**src/rtl/iact_stream_buffer.sv**
```systemverilog
// iact_stream_buffer
// Accepts the iact stream selected by the upstream path mux, buffers it in a
// small FIFO and writes the words to consecutive scratchpad addresses. A
// start/length/base-address command launches a transfer; done_o pulses for
// one cycle once the final word has been written.
//
// Ports
//   clk_i        rising-edge clock
//   rst_ni       synchronous active-low reset
//   start_i      command strobe, honoured only while idle
//   len_i        number of words in the transfer (sampled with start_i)
//   base_addr_i  first scratchpad address (sampled with start_i)
//   data_i       incoming iact word
//   valid_i      data_i is valid
//   ready_o      buffer accepts data_i this cycle
//   wr_en_o      scratchpad write request
//   wr_addr_o    scratchpad write address (base + words written, wrapping)
//   wr_data_o    scratchpad write data (FIFO head)
//   wr_ready_i   scratchpad accepts the write this cycle
//   busy_o       a transfer is in progress (RUN or DONE)
//   done_o       one-cycle completion pulse
//   level_o      current FIFO occupancy
module iact_stream_buffer #(
   parameter int unsigned DATA_WIDTH = 20,
   parameter int unsigned DEPTH      = 4,
   parameter int unsigned ADDR_WIDTH = 4,
   parameter int unsigned LEN_WIDTH  = ADDR_WIDTH + 1
) (
   input  logic                      clk_i,
   input  logic                      rst_ni,
   input  logic                      start_i,
   input  logic [LEN_WIDTH-1:0]      len_i,
   input  logic [ADDR_WIDTH-1:0]     base_addr_i,
   input  logic [DATA_WIDTH-1:0]     data_i,
   input  logic                      valid_i,
   output logic                      ready_o,
   output logic                      wr_en_o,
   output logic [ADDR_WIDTH-1:0]     wr_addr_o,
   output logic [DATA_WIDTH-1:0]     wr_data_o,
   input  logic                      wr_ready_i,
   output logic                      busy_o,
   output logic                      done_o,
   output logic [$clog2(DEPTH):0]    level_o
);

   localparam int unsigned PTR_W = $clog2(DEPTH);
   localparam int unsigned LVL_W = PTR_W + 1;

   typedef enum logic [1:0] {
      S_IDLE = 2'd0,
      S_RUN  = 2'd1,
      S_DONE = 2'd2
   } state_t;

   state_t                 r_state;
   logic [DATA_WIDTH-1:0]  r_mem [DEPTH];
   logic [PTR_W-1:0]       r_wr_ptr;
   logic [PTR_W-1:0]       r_rd_ptr;
   logic [LVL_W-1:0]       r_level;
   logic [LEN_WIDTH-1:0]   r_in_cnt;
   logic [LEN_WIDTH-1:0]   r_out_cnt;
   logic [LEN_WIDTH-1:0]   r_len_q;
   logic [ADDR_WIDTH-1:0]  r_base_q;

   logic                   w_run;
   logic                   w_ready;
   logic                   w_wr_en;
   logic                   w_push;
   logic                   w_pop;
   logic                   w_last_pop;

   // Handshake terms are decoded from registers only, so ready_o never
   // depends combinationally on valid_i.
   assign w_run      = (r_state == S_RUN);
   assign w_ready    = w_run && (r_level < LVL_W'(DEPTH)) && (r_in_cnt < r_len_q);
   assign w_wr_en    = w_run && (r_level != '0);
   assign w_push     = valid_i && w_ready;
   assign w_pop      = w_wr_en && wr_ready_i;
   assign w_last_pop = w_pop && ((r_out_cnt + LEN_WIDTH'(1)) == r_len_q);

   // Outputs
   assign ready_o   = w_ready;
   assign wr_en_o   = w_wr_en;
   assign wr_addr_o = r_base_q + ADDR_WIDTH'(r_out_cnt);
   // Head is masked while no write is requested so the bus reads zero at rest.
   assign wr_data_o = w_wr_en ? r_mem[r_rd_ptr] : '0;
   assign busy_o    = (r_state != S_IDLE);
   assign done_o    = (r_state == S_DONE);
   assign level_o   = r_level;

   // FIFO storage; contents need no reset since occupancy is tracked separately
   always_ff @(posedge clk_i) begin
      if (rst_ni && w_push) begin
         r_mem[r_wr_ptr] <= data_i;
      end
   end

   // Control FSM, FIFO pointers, occupancy and transfer counters
   always_ff @(posedge clk_i) begin
      if (!rst_ni) begin
         r_state   <= S_IDLE;
         r_wr_ptr  <= '0;
         r_rd_ptr  <= '0;
         r_level   <= '0;
         r_in_cnt  <= '0;
         r_out_cnt <= '0;
         r_len_q   <= '0;
         r_base_q  <= '0;
      end else begin
         if (w_push) begin
            r_wr_ptr <= r_wr_ptr + PTR_W'(1);
            r_in_cnt <= r_in_cnt + LEN_WIDTH'(1);
         end
         if (w_pop) begin
            r_rd_ptr  <= r_rd_ptr + PTR_W'(1);
            r_out_cnt <= r_out_cnt + LEN_WIDTH'(1);
         end

         // Simultaneous push and pop leaves the occupancy unchanged
         case ({w_push, w_pop})
            2'b10:   r_level <= r_level + LVL_W'(1);
            2'b01:   r_level <= r_level - LVL_W'(1);
            default: r_level <= r_level;
         endcase

         case (r_state)
            S_IDLE: begin
               if (start_i) begin
                  r_len_q   <= len_i;
                  r_base_q  <= base_addr_i;
                  r_in_cnt  <= '0;
                  r_out_cnt <= '0;
                  r_state   <= (len_i == '0) ? S_DONE : S_RUN;
               end
            end
            S_RUN: begin
               if (w_last_pop) begin
                  r_state <= S_DONE;
               end
            end
            S_DONE: begin
               r_state <= S_IDLE;
            end
            default: begin
               r_state <= S_IDLE;
            end
         endcase
      end
   end

endmodule

```
**config.mk**
```make
export PLATFORM = sky130hd
export DESIGN_NAME = iact_stream_buffer
export DESIGN_NICKNAME = d
export VERILOG_FILES = /design/src/rtl/iact_stream_buffer.sv
export SDC_FILE = /design/constraint.sdc
export NUM_CORES = 1
export LEC_CHECK = 0
export BUFFER_PORTS_ARGS = -buffer_cell sky130_fd_sc_hd__buf_2
export CORE_MARGIN = 2
export CORE_UTILIZATION = 57
export CTS_CLUSTER_DIAMETER = 60
export DETAILED_ROUTE_END_ITERATION = 12
export PLACE_DENSITY = 0.79
export REMOVE_ABC_BUFFERS = 1
export SETUP_SLACK_MARGIN = 0.15
export SLEW_MARGIN = 20
export SYNTH_ARGS = -nofsm -noshare
export SYNTH_HDL_FRONTEND = slang
export SYNTH_SLANG_ARGS = --single-unit
```
**constraint.sdc**
```tcl
create_clock -name clk_i -period 3.1 [get_ports clk_i]
set_input_delay 0.775 -clock clk_i [delete_from_list [all_inputs] [get_ports clk_i]]
set_output_delay 0.775 -clock clk_i [all_outputs]
set_load 0.05 [all_outputs]
```
======== Word level (Yosys, flattened, before mapping) ========
Memories as Yosys holds them, arrays and structs flattened. A register that Yosys moved wholly into a read port is not among the register bits.
Index checks and enable logic that the tools add are counted.
word-level totals
  memories kept ........................... 1
  word-level logic and storage cells ...... 55
  register bits ........................... 28
  RAM bits ................................ 80
  input port bits ......................... 34
  output and inout bits ................... 31
memory list
  name   words  width  rd ports  clocked after memory_dff  write ports  RTL line  text
  r_mem  4      20     1         1                         1            56        logic [DATA_WIDTH-1:0] r_mem [DEPTH];
cells by class
  reductions and logical operators ........ 14
  order comparisons ....................... 2
  muxes and demuxes ....................... 16
  add/sub/neg operators ................... 7
  equal/unequal tests ..................... 7
operators by type and width
  operator               number
  $mux W5                6
  $mux W20               1
  $add A5 B1 Y5 const B  2
  $mux W2                5
  $logic_and A1 B1 Y1    7
  $pmux W3 S2            1
  $eq A5 B5 Y1           1
  $logic_not A5 Y1       1
  $lt A5 B5 Y1           1
  $add A2 B1 Y2 const B  2
  $add A4 B4 Y4          1
  $eq A2 B1 Y1 const B   2
  $eq A2 B2 Y1 const B   2
  $pmux W2 S2            1
  $reduce_and A2 Y1      2
  $reduce_bool A2 Y1     2
  $add A3 B1 Y3 const B  1
  $lt A3 B3 Y1 const B   1
  $reduce_bool A3 Y1     1
  $sub A3 B1 Y3 const B  1
  $logic_not A2 Y1       1
  $mux W1                2
  $ne A2 B1 Y1 const B   1
  $ne A2 B2 Y1 const B   1

======== Logic depth before layout (Yosys ltp) ========
Gate-level depths: netlist of the first run.
  depth after elaboration ................. 7
  mapped depth ............................ 13
  mapped depth without buffers ............ 12

======== Worst setup path before layout of the first run ========
OpenSTA, ideal clock, no wires.
  path type ............................... register -> output
  start ................................... register r_out_cnt[0]
  end ..................................... output wr_addr_o[2]
  path buffers ............................ 0
  setup slack ............................. 486 ps
  arrival ................................. 1839 ps
  cell stages (with the launch flop) ...... 5
  path through ............................ dfxtp_1 -> ha_1 -> inv_1 -> fa_1 -> xnor2_1
on the way
  cells in the longest elaborated chain, start to end .. 1
ends and longest elaborated chain
  item                      RTL line  text
  start: declaration        61        logic [LEN_WIDTH-1:0] r_out_cnt;
  start signal: assignment  116       r_out_cnt <= r_out_cnt + LEN_WIDTH'(1);
  $add A4 B4 Y4             84        assign wr_addr_o = r_base_q + ADDR_WIDTH'(r_out_cnt);
  end: declaration          38        output logic [ADDR_WIDTH-1:0] wr_addr_o,
Every way passes these cells.

==> flow_summary.json, run 1 <==
{
  "io_buffer_count": 64,
  "fin_crit_sh": 0.912,
  "syn_inst": 320,
  "wirelength_um": 8530,
  "rsz0062_at_grt": "no",
  "min_from": "r_base_q[2]$_SDFFE_PN0P_",
  "die_h_um": 94.6,
  "initial_core_util": 0.579,
  "power_leakage_nw": 2.07,
  "cts_tree": "done",
  "ant_nets": 0,
  "hp-class": "reg2reg",
  "grt_antenna_before_repair": 0,
  "power_density_nw_per_um2": 512,
  "drive_gt1_frac": 0.294,
  "h-tree-depth": 3,
  "period_needed_ps": 2830,
  "sw_frac_of_total": 0.248,
  "synth.avg_cell_area_um2": 14.6,
  "core_area_um2": 8090,
  "syn_area_um2": 4680,
  "holdBufCountCts": 0,
  "cts_resized": 0,
  "vias_per_cell": 5.51,
  "rr_startpoint": "r_len_q[2]$_SDFFE_PN0P_",
  "slowest_delay_ps": 560,
  "drtPass1Iterations": 4,
  "worstMarginPinSlew_ps": 592,
  "wl_per_cell_um": 17.1,
  "clk_latency_ps": 370,
  "holdWs_ps": 490,
  "dp_hpwl_um": 5730,
  "die_area_um2": 8960,
  "end_kind": "output pin",
  "finalPower_w": 0.00274,
  "cts_setup_buffers": 0,
  "worstPathArrival_ps": 2050,
  "p_int_w": 0.00206,
  "clockRootBuffer": "clkbuf_8",
  "relSlewSlack": 0.604,
  "design_area_um2": 5360,
  "crit_slowest_cell": "mux4_2",
  "first_iter_violations": 102,
  "clockBufferDepth": 2,
  "antenna_cells": 0,
  "grt_usage": 0.210,
  "max_freq_mhz": 354,
  "place_congestion": 0.805,
  "switchingPower_w": 0.000679,
  "path_class": "reg2out",
  "hold_viol": 0,
  "cp_cell_sequence": "buf_4 -> mux4_2 -> and3_1 -> buf_2",
  "required_ps": 2320,
  "grt_overflow": 0,
  "num_vias": 2750,
  "ys_seq_area_frac": 0.641,
  "grt_max_degree": 29,
  "ir_worst_vdd_mv": 0.279,
  "cts.sinks": 110,
  "seq_power_share": 0.586,
  "ys_types": 43,
  "worst_slack_ps": 274,
  "fill_cells": 604,
  "cp_num_buf_inv": 2,
  "setup_viol": 0,
  "numCtsBuffers": 9,
  "clockPowerShare": 0.327,
  "die_w_um": 94.6,
  "synth_seq_cells": 110,
  "finalNetCount": 439,
  "place_ws_ps": 383,
  "grt_pass1_wl_um": 13900,
  "max_cap_viol_count": 0,
  "fin_tns_setup_ps": 0,
  "critPathLaunchType": "flop",
  "cp_max_fo": 20,
  "synthToLayoutAreaGrowth_pct": 14.5,
  "num_rows": 33,
  "cp_top_family": "buffers and inverters",
  "path_clk_slew_ps": 110,
  "outcome": "finished, final reports clean",
  "ios": 65,
  "report.final.slew_viol_count": 0,
  "combPwrFrac": 0.087,
  "drc": 0,
  "fin_worst_skew_ps": 9.53,
  "place_area_um2": 5150,
  "ys_warn_count": 0,
  "grt_pass1_vias": 2778
}
[final timing paths]
kind / to / slack [ps] / cells past startpoint
setup reg to reg: level_o[2]$_SDFFE_PN0P_ / 370 / 12
hold / removal: r_base_q[2]$_SDFFE_PN0P_ / 490 / 2
setup / recovery: wr_data_o[8] / 270 / 4
hold reg to reg: r_base_q[2]$_SDFFE_PN0P_ / 490 / 2
[layer usage]
layer,share of wire,vias up,GRT usage
met5,0,-,0
met4,0.020,0,0.0930
met3,0.043,16,0.0335
met2,0.50,70,0.348
met1,0.44,1352,0.275
li1,-,1312,-
[synth_stat cells, drive strengths merged]
cell type	number	area (µm²)
a21boi	10	75.1
a21o	1	7.51
a21oi	4	20.0
a311oi	1	8.76
a31o	1	8.76
a31oi	1	21.3
and2	6	37.5
and2b	1	8.76
and3	25	156
and4	1	8.76
buf	5	26.3
clkbuf	9	35.0
dfxtp	30	601
edfxtp	80	2400
fa	2	40.0
ha	14	175
inv	17	63.8
mux2	1	11.3
mux2i	1	10.0
mux4	20	450
nand2	29	111
nand3	8	45.0
nand4	3	25.0
nor2	12	45.0
nor2b	2	12.5
nor3	1	5.00
nor4	1	6.26
o211ai	1	7.51
o21a	1	7.51
o21ai	5	25.0
or2	2	12.5
or3	2	12.5
or4	1	7.51
xnor2	15	131
xor2	7	61.3
[worst reg2reg max path, stage by stage, from the launching register on]
cell and delay (ps):
dfxtp_1 380, inv_1 60, ha_1 280, nand2_1 60, o21ai_1 300, a31oi_4 230
inv_1 110, ha_1 180, inv_1 60, fa_1 380, xor2_1 160, or3_1 300
a21boi_0 170
[stage by stage]
stage,util,std cells
after detailed placement,0.636,483
after global placement,0.636,483
after CTS,0.662,499
after global routing,0.662,499
after floorplan,-,306
final,0.662,499
[power groups by stage]
stage	clock network (W)	registers (W)	logic [W]
2_1_floorplan	0	0.00165	0.000144
3_3_place_gp	0	0.00164	0.000233
3_5_place_dp	0	0.00164	0.000238
4_1_cts	0.000915	0.00161	0.000240
5_1_grt	0.000963	0.00161	0.000262
6_report	0.000898	0.00161	0.000238
[flip-flops by register name (all words and copies together) (netlist names), named ones only]
signal and flops:
r_out_cnt 5, r_rd_ptr 2, r_in_cnt 5, r_wr_ptr 2, r_state 2, r_mem 80, r_len_q 5, level_o 3
r_base_q 4
[cell type report]
class,count,area [µm²],share of cell area
clock inverter,7,90.1,0.0168
clock buffer,9,124,0.0231
multi-input combinational,179,1560,0.290
timing repair buffer,72,393,0.0733
tap,105,131,0.0245
inverter,17,63.8,0.0119
sequential,110,3000,0.560
[placed cells by master, fill, tap and decap left out, types with 2 or more instances in the layout]
master       n
a21boi_0    10
a21oi_1      4
and2_1       6
and3_1      25
buf_2       64
buf_4        7
clkbuf_8     9
clkinvlp_4   2
dfxtp_1     30
edfxtp_1    80
fa_1         2
ha_1        14
inv_1       16
inv_6        2
mux4_2      20
nand2_1     28
nand3_1      7
nand4_1      2
nor2_1      12
nor2b_1      2
o21ai_0      4
or2_1        2
or3_1        2
xnor2_1     15
xor2_1       7
[cells by family (layout without fill, tap and decap cells)]
logic type,Yosys count,in the layout,share of synthesized area
flops,110,110,0.641
buf+inv,31,105,0.0267
fa+ha+maj,16,16,0.0460
mux,22,22,0.101
compound gates,25,25,0.0387
simple gates,94,94,0.106
xor+xnor,22,22,0.0411
Note: power is estimated with default switching activity, not from simulation.
==> run 2, diff against run 1 <==
--- a/config.mk
+++ b/config.mk
@@ -7,11 +7,10 @@
 export LEC_CHECK = 0
 export BUFFER_PORTS_ARGS = -buffer_cell sky130_fd_sc_hd__buf_2
 export CORE_MARGIN = 2
-export CORE_UTILIZATION = 57
+export CORE_UTILIZATION = 51
 export CTS_CLUSTER_DIAMETER = 60
 export DETAILED_ROUTE_END_ITERATION = 12
-export PLACE_DENSITY = 0.79
-export REMOVE_ABC_BUFFERS = 1
+export PLACE_DENSITY = 0.72
 export SETUP_SLACK_MARGIN = 0.15
 export SLEW_MARGIN = 20
 export SYNTH_ARGS = -nofsm -noshare
==> run 2 against run 1 <==
- sequential power about the same
- maximum frequency increased by 2.4%
- worst hold slack got worse by 14 ps
- via count decreased by 0.69%
- critical path depth unchanged
- die area increased by 11%
- final cell count increased by 1.0%
- clock power decreased by 12%
- total power decreased by 3.8%
- critical path type unchanged
- critical endpoint is now wr_data_o[19]
- largest cell class unchanged
==> flow_summary.json, run 2 (same netlist as run 1, synthesis figures left out) <==
{
  "core_area_um2": 8810,
  "worstMarginPinSlew_ps": 569,
  "mostFrequentLayoutCells": "80 x edfxtp_1, 64 x buf_2, 30 x dfxtp_1",
  "initial_core_util": 0.532,
  "ir_worst_vdd_mv": 0.232,
  "fin_tns_setup_ps": 0,
  "dp_cells": 488,
  "layout_commonest_cell": "edfxtp_1",
  "cp_max_fo": 15,
  "numCtsBuffers": 9,
  "seq_power_share": 0.609,
  "switchingPower_w": 0.000660,
  "dp_hpwl_um": 5650,
  "antenna_cells": 0,
  "fin_crit_sh": 0.891,
  "synth.net_count": 370,
  "clk_latency_ps": 370,
  "rr_endpoint": "level_o[2]$_SDFFE_PN0P_",
  "max_cap_viol_count": 0,
  "clockRootBuffer": "clkbuf_8",
  "first_iter_violations": 147,
  "hp-class": "reg2reg",
  "p_int_w": 0.00198,
  "drtPass1Iterations": 4,
  "path_class": "reg2out",
  "h-tree-depth": 3,
  "end_kind": "output pin",
  "clockBufferDepth": 2,
  "power_density_nw_per_um2": 494,
  "wirelength_um": 8510,
  "largest_register_ffs": 80,
  "cts_tree": "done",
  "grt_usage": 0.184,
  "report.final.slew_viol_count": 0,
  "path_clk_slew_ps": 100,
  "drc": 0,
  "place_ws_ps": 497,
  "io_buffer_count": 64,
  "num_rows": 34,
  "required_ps": 2320,
  "cts_resized": 0,
  "die_area_um2": 9970,
  "grt_pass1_wl_um": 13800,
  "crit_end": "wr_data_o[19]",
  "crit_slowest_cell": "mux4_2",
  "cp_cell_sequence": "buf_4 -> mux4_2 -> and3_1 -> buf_2",
  "place_congestion": 0.811,
  "grt_pass1_vias": 2754,
  "cts_setup_buffers": 0,
  "fin_cells": 504,
  "combPwrFrac": 0.091,
  "outcome": "finished, final reports clean",
  "rr_startpoint": "r_len_q[2]$_SDFFE_PN0P_",
  "period_needed_ps": 2760,
  "die_h_um": 99.8,
  "critPathLaunchType": "flop",
  "finalNetCount": 441,
  "setup_viol": 0,
  "grt_overflow": 0,
  "ant_nets": 0,
  "sw_frac_of_total": 0.250,
  "synthToLayoutAreaGrowth_pct": 14.1,
  "num_vias": 2731,
  "wl_per_cell_um": 16.9,
  "worst_slack_ps": 339,
  "r2r_setup_slack_ps": 450,
  "drive_gt1_frac": 0.293,
  "clockPowerShare": 0.300,
  "hold_viol": 0,
  "grt_antenna_before_repair": 0,
  "vias_per_cell": 5.42,
  "relSlewSlack": 0.619,
  "power_leakage_nw": 2.07,
  "rr_worst_depth": 12,
  "rsz0062_at_grt": "no",
  "max_freq_mhz": 362,
  "die_w_um": 99.8,
  "slowest_delay_ps": 550,
  "fill_cells": 672,
  "ios": 65,
  "largest-register": "r_mem",
  "cts.sinks": 110,
  "grt_max_degree": 29,
  "fin_worst_skew_ps": 16.8,
  "holdBufCountCts": 0,
  "worstPathArrival_ps": 1990
}
## run 2: power by group through the flow
stage	clock network (W)	registers, W	logic, W
floorplan	0	0.00164	0.000156
global placement	0	0.00164	0.000235
detailed placement	0	0.00164	0.000241
CTS	0.000814	0.00161	0.000242
global route	0.000882	0.00161	0.000263
finish	0.000792	0.00161	0.000239
## run 2: worst max-delay path, delay by kind of cell (launching register included)
kind	cells	cell delay [ps]
simple gates	1	210
mux	1	550
buf+inv	2	520
flops	1	350
## run 2: how the worst min path moves through the flow
stage,from,endpoint,slack (ps),depth (start not counted)
CTS,r_base_q[2]$_SDFFE_PN0P_,r_base_q[2]$_SDFFE_PN0P_,480,2
detailed placement,r_base_q[2]$_SDFFE_PN0P_,r_base_q[2]$_SDFFE_PN0P_,460,2
global placement,r_base_q[0]$_SDFFE_PN0P_,r_base_q[0]$_SDFFE_PN0P_,460,2
floorplan,r_base_q[0]$_SDFFE_PN0P_,r_base_q[0]$_SDFFE_PN0P_,450,2
global route,r_base_q[0]$_SDFFE_PN0P_,r_base_q[0]$_SDFFE_PN0P_,520,2
finish,r_base_q[2]$_SDFFE_PN0P_,r_base_q[2]$_SDFFE_PN0P_,480,2
## run 2: through the flow
stage / hold slack (ps) / total power [W] / utilization / cell area [µm²]
2_1_floorplan: 447 / 0.00180 / - / 4680
3_3_place_gp: 458 / 0.00188 / 0.587 / 5160
3_5_place_dp: 465 / 0.00188 / 0.587 / 5160
4_1_cts: 479 / 0.00266 / 0.607 / 5350
5_1_grt: 516 / 0.00276 / 0.607 / 5350
6_report: 476 / 0.00264 / 0.607 / 5350
## run 2: metal layers
layer,GRT usage,share of wire
met3,0.0383,0.041
met1,0.255,0.45
met2,0.282,0.49
met4,0.0864,0.015
met5,0,0
## run 2: final cells by class
class	instances	area, µm²	share of cell area
repair buffers	74	408	0.0763
clock buffers	9	124	0.0232
well taps	108	135	0.0253
multi-input cells	179	1560	0.291
inverters	17	63.8	0.0119
flip-flops and latches	110	3000	0.562
clock inverters	7	56.3	0.0105
==> run 3, diff against run 2 <==
--- a/config.mk
+++ b/config.mk
@@ -6,10 +6,12 @@
 export NUM_CORES = 1
 export LEC_CHECK = 0
 export BUFFER_PORTS_ARGS = -buffer_cell sky130_fd_sc_hd__buf_2
+export CAP_MARGIN = 15
 export CORE_MARGIN = 2
 export CORE_UTILIZATION = 51
 export CTS_CLUSTER_DIAMETER = 60
 export DETAILED_ROUTE_END_ITERATION = 12
+export GPL_TIMING_DRIVEN = 0
 export PLACE_DENSITY = 0.72
 export SETUP_SLACK_MARGIN = 0.15
 export SLEW_MARGIN = 20
==> run 3 against run 2 <==
- flip-flop and latch count is the same
- total power up 4.2%
- clock-buffer cell count stayed put
- largest power group unchanged
- sequential power about the same
- non-clock buffer count grew 3
- clock skew rose by 0.72 ps
- final cell count is 0.60% higher
- die area stayed put
- combinational power barely moved
==> flow_summary.json, run 3 (same netlist as run 1, synthesis figures left out) <==
{
  "report.final.slew_viol_count": 0,
  "layout_commonest_cell": "edfxtp_1",
  "cts.sinks": 110,
  "vias_per_cell": 5.37,
  "h-tree-depth": 3,
  "max_freq_mhz": 357,
  "critPathLaunchType": "flop",
  "clockRootBuffer": "clkbuf_8",
  "dp_hpwl_um": 5740,
  "utilization": 0.607,
  "path_class": "reg2out",
  "worstPathArrival_ps": 2020,
  "initial_core_util": 0.532,
  "grt_pass1_vias": 2759,
  "max_cap_viol_count": 0,
  "path_clk_slew_ps": 100,
  "grt_antenna_before_repair": 0,
  "wl_per_cell_um": 16.7,
  "die_area_um2": 9970,
  "antenna_cells": 0,
  "hold_viol": 0,
  "fin_worst_skew_ps": 17.5,
  "die_w_um": 99.8,
  "required_ps": 2320,
  "rsz0062_at_grt": "no",
  "power_leakage_nw": 2.06,
  "grt_overflow": 0,
  "outcome": "finished, final reports clean",
  "ios": 65,
  "fill_cells": 694,
  "wirelength_um": 8460,
  "grt_pass1_wl_um": 13700,
  "ant_nets": 0,
  "grt_max_degree": 21,
  "fin_crit_sh": 0.903,
  "drive_gt1_frac": 0.291,
  "power_density_nw_per_um2": 514,
  "worstMarginPinSlew_ps": 1000,
  "synth.net_count": 370,
  "clk_latency_ps": 370,
  "setup_viol": 0,
  "finalNetCount": 444,
  "die_h_um": 99.8,
  "place_congestion": 0.839,
  "ir_worst_vdd_mv": 0.290,
  "largest-register": "r_mem",
  "clockBufferDepth": 2,
  "first_iter_violations": 145,
  "synthToLayoutAreaGrowth_pct": 14.2,
  "num_vias": 2721,
  "mostFrequentLayoutCells": "80 x edfxtp_1, 66 x buf_2, 30 x dfxtp_1",
  "cts_tree": "done",
  "largest_register_ffs": 80,
  "core_area_um2": 8810,
  "fin_tns_setup_ps": 0,
  "io_buffer_count": 63,
  "finalPower_w": 0.00275,
  "end_kind": "output pin",
  "relSlewSlack": 0.333,
  "drc": 0,
  "period_needed_ps": 2800,
  "num_rows": 34,
  "cp_max_fo": 10,
  "numCtsBuffers": 9,
  "grt_usage": 0.180,
  "hp-class": "reg2reg",
  "drtPass1Iterations": 4
}
==> run 3: cell count changes in the layout (fill, tap and decap cells not counted), moves of 2 or more <==
cell      before  now
and3_1        25   22
and3_2         0    3
buf_2         64   66
buf_4          9    1
inv_6          1    3
clkinv_4       2    0
clkbuf_1       0    8
clkinv_1       2    0
==> run 3: repair_timing <==
action                                  CTS  global route
setup buffers                             0             0
endpoints found under the setup margin    0            32
hold buffers                              0             0
resized for setup                         0             2
==> run 3: layer usage <==
layer,routed length [µm],share of wire,track usage
met5,0,0,0
met2,4060,0.48,0.281
met4,64,0.0076,0.0411
met1,4020,0.48,0.260
met3,306,0.036,0.0453
==> run 3: power breakdown <==
group	total (W)	switching [W]	internal, W
Sequential	0.00161	0.0000133	0.00160
Combinational	0.000238	0.000159	0.0000790
Clock	0.000905	0.000512	0.000393
Total	0.00275	0.000684	0.00207
==> run 3: critical path: stages (launching register included) <==
cell	delay (ps)
dfxtp_1	340
clkbuf_1	510
mux4_2	420
and3_1	190
buf_2	200
==> run 3: cell type report <==
cell class	count	area (µm²)	area share
tap	108	135	0.0253
multi-input combinational	179	1560	0.292
timing repair buffer	63	315	0.0589
sequential	110	3000	0.561
inverter	17	63.8	0.0119
clock inverter	7	83.8	0.0157
clock buffer	9	124	0.0232
buffer	14	61.3	0.0115
==> run 3: stage by stage <==
step | std cells | hold slack [ps] | cell area [µm²] | setup WS, ps
detailed placement | 491 | 470 | 5130 | 156
finish | 507 | 481 | 5350 | 300
floorplan | 320 | 447 | 4680 | 486
global route | 507 | 517 | 5350 | 163
global placement | 491 | 459 | 5130 | 158
CTS | 507 | 485 | 5340 | 228
==> run 3: path summary, 6_finish.rpt <==
path	from	slack [ps]	cells past startpoint	to
hold / removal	r_base_q[0]$_SDFFE_PN0P_	480	2	r_base_q[0]$_SDFFE_PN0P_
hold reg to reg	r_base_q[0]$_SDFFE_PN0P_	480	2	r_base_q[0]$_SDFFE_PN0P_
setup reg to reg	r_len_q[4]$_SDFFE_PN0P_	360	7	r_mem[3][11]$_DFFE_PP_
setup / recovery	flop	300	4	wr_data_o[12]
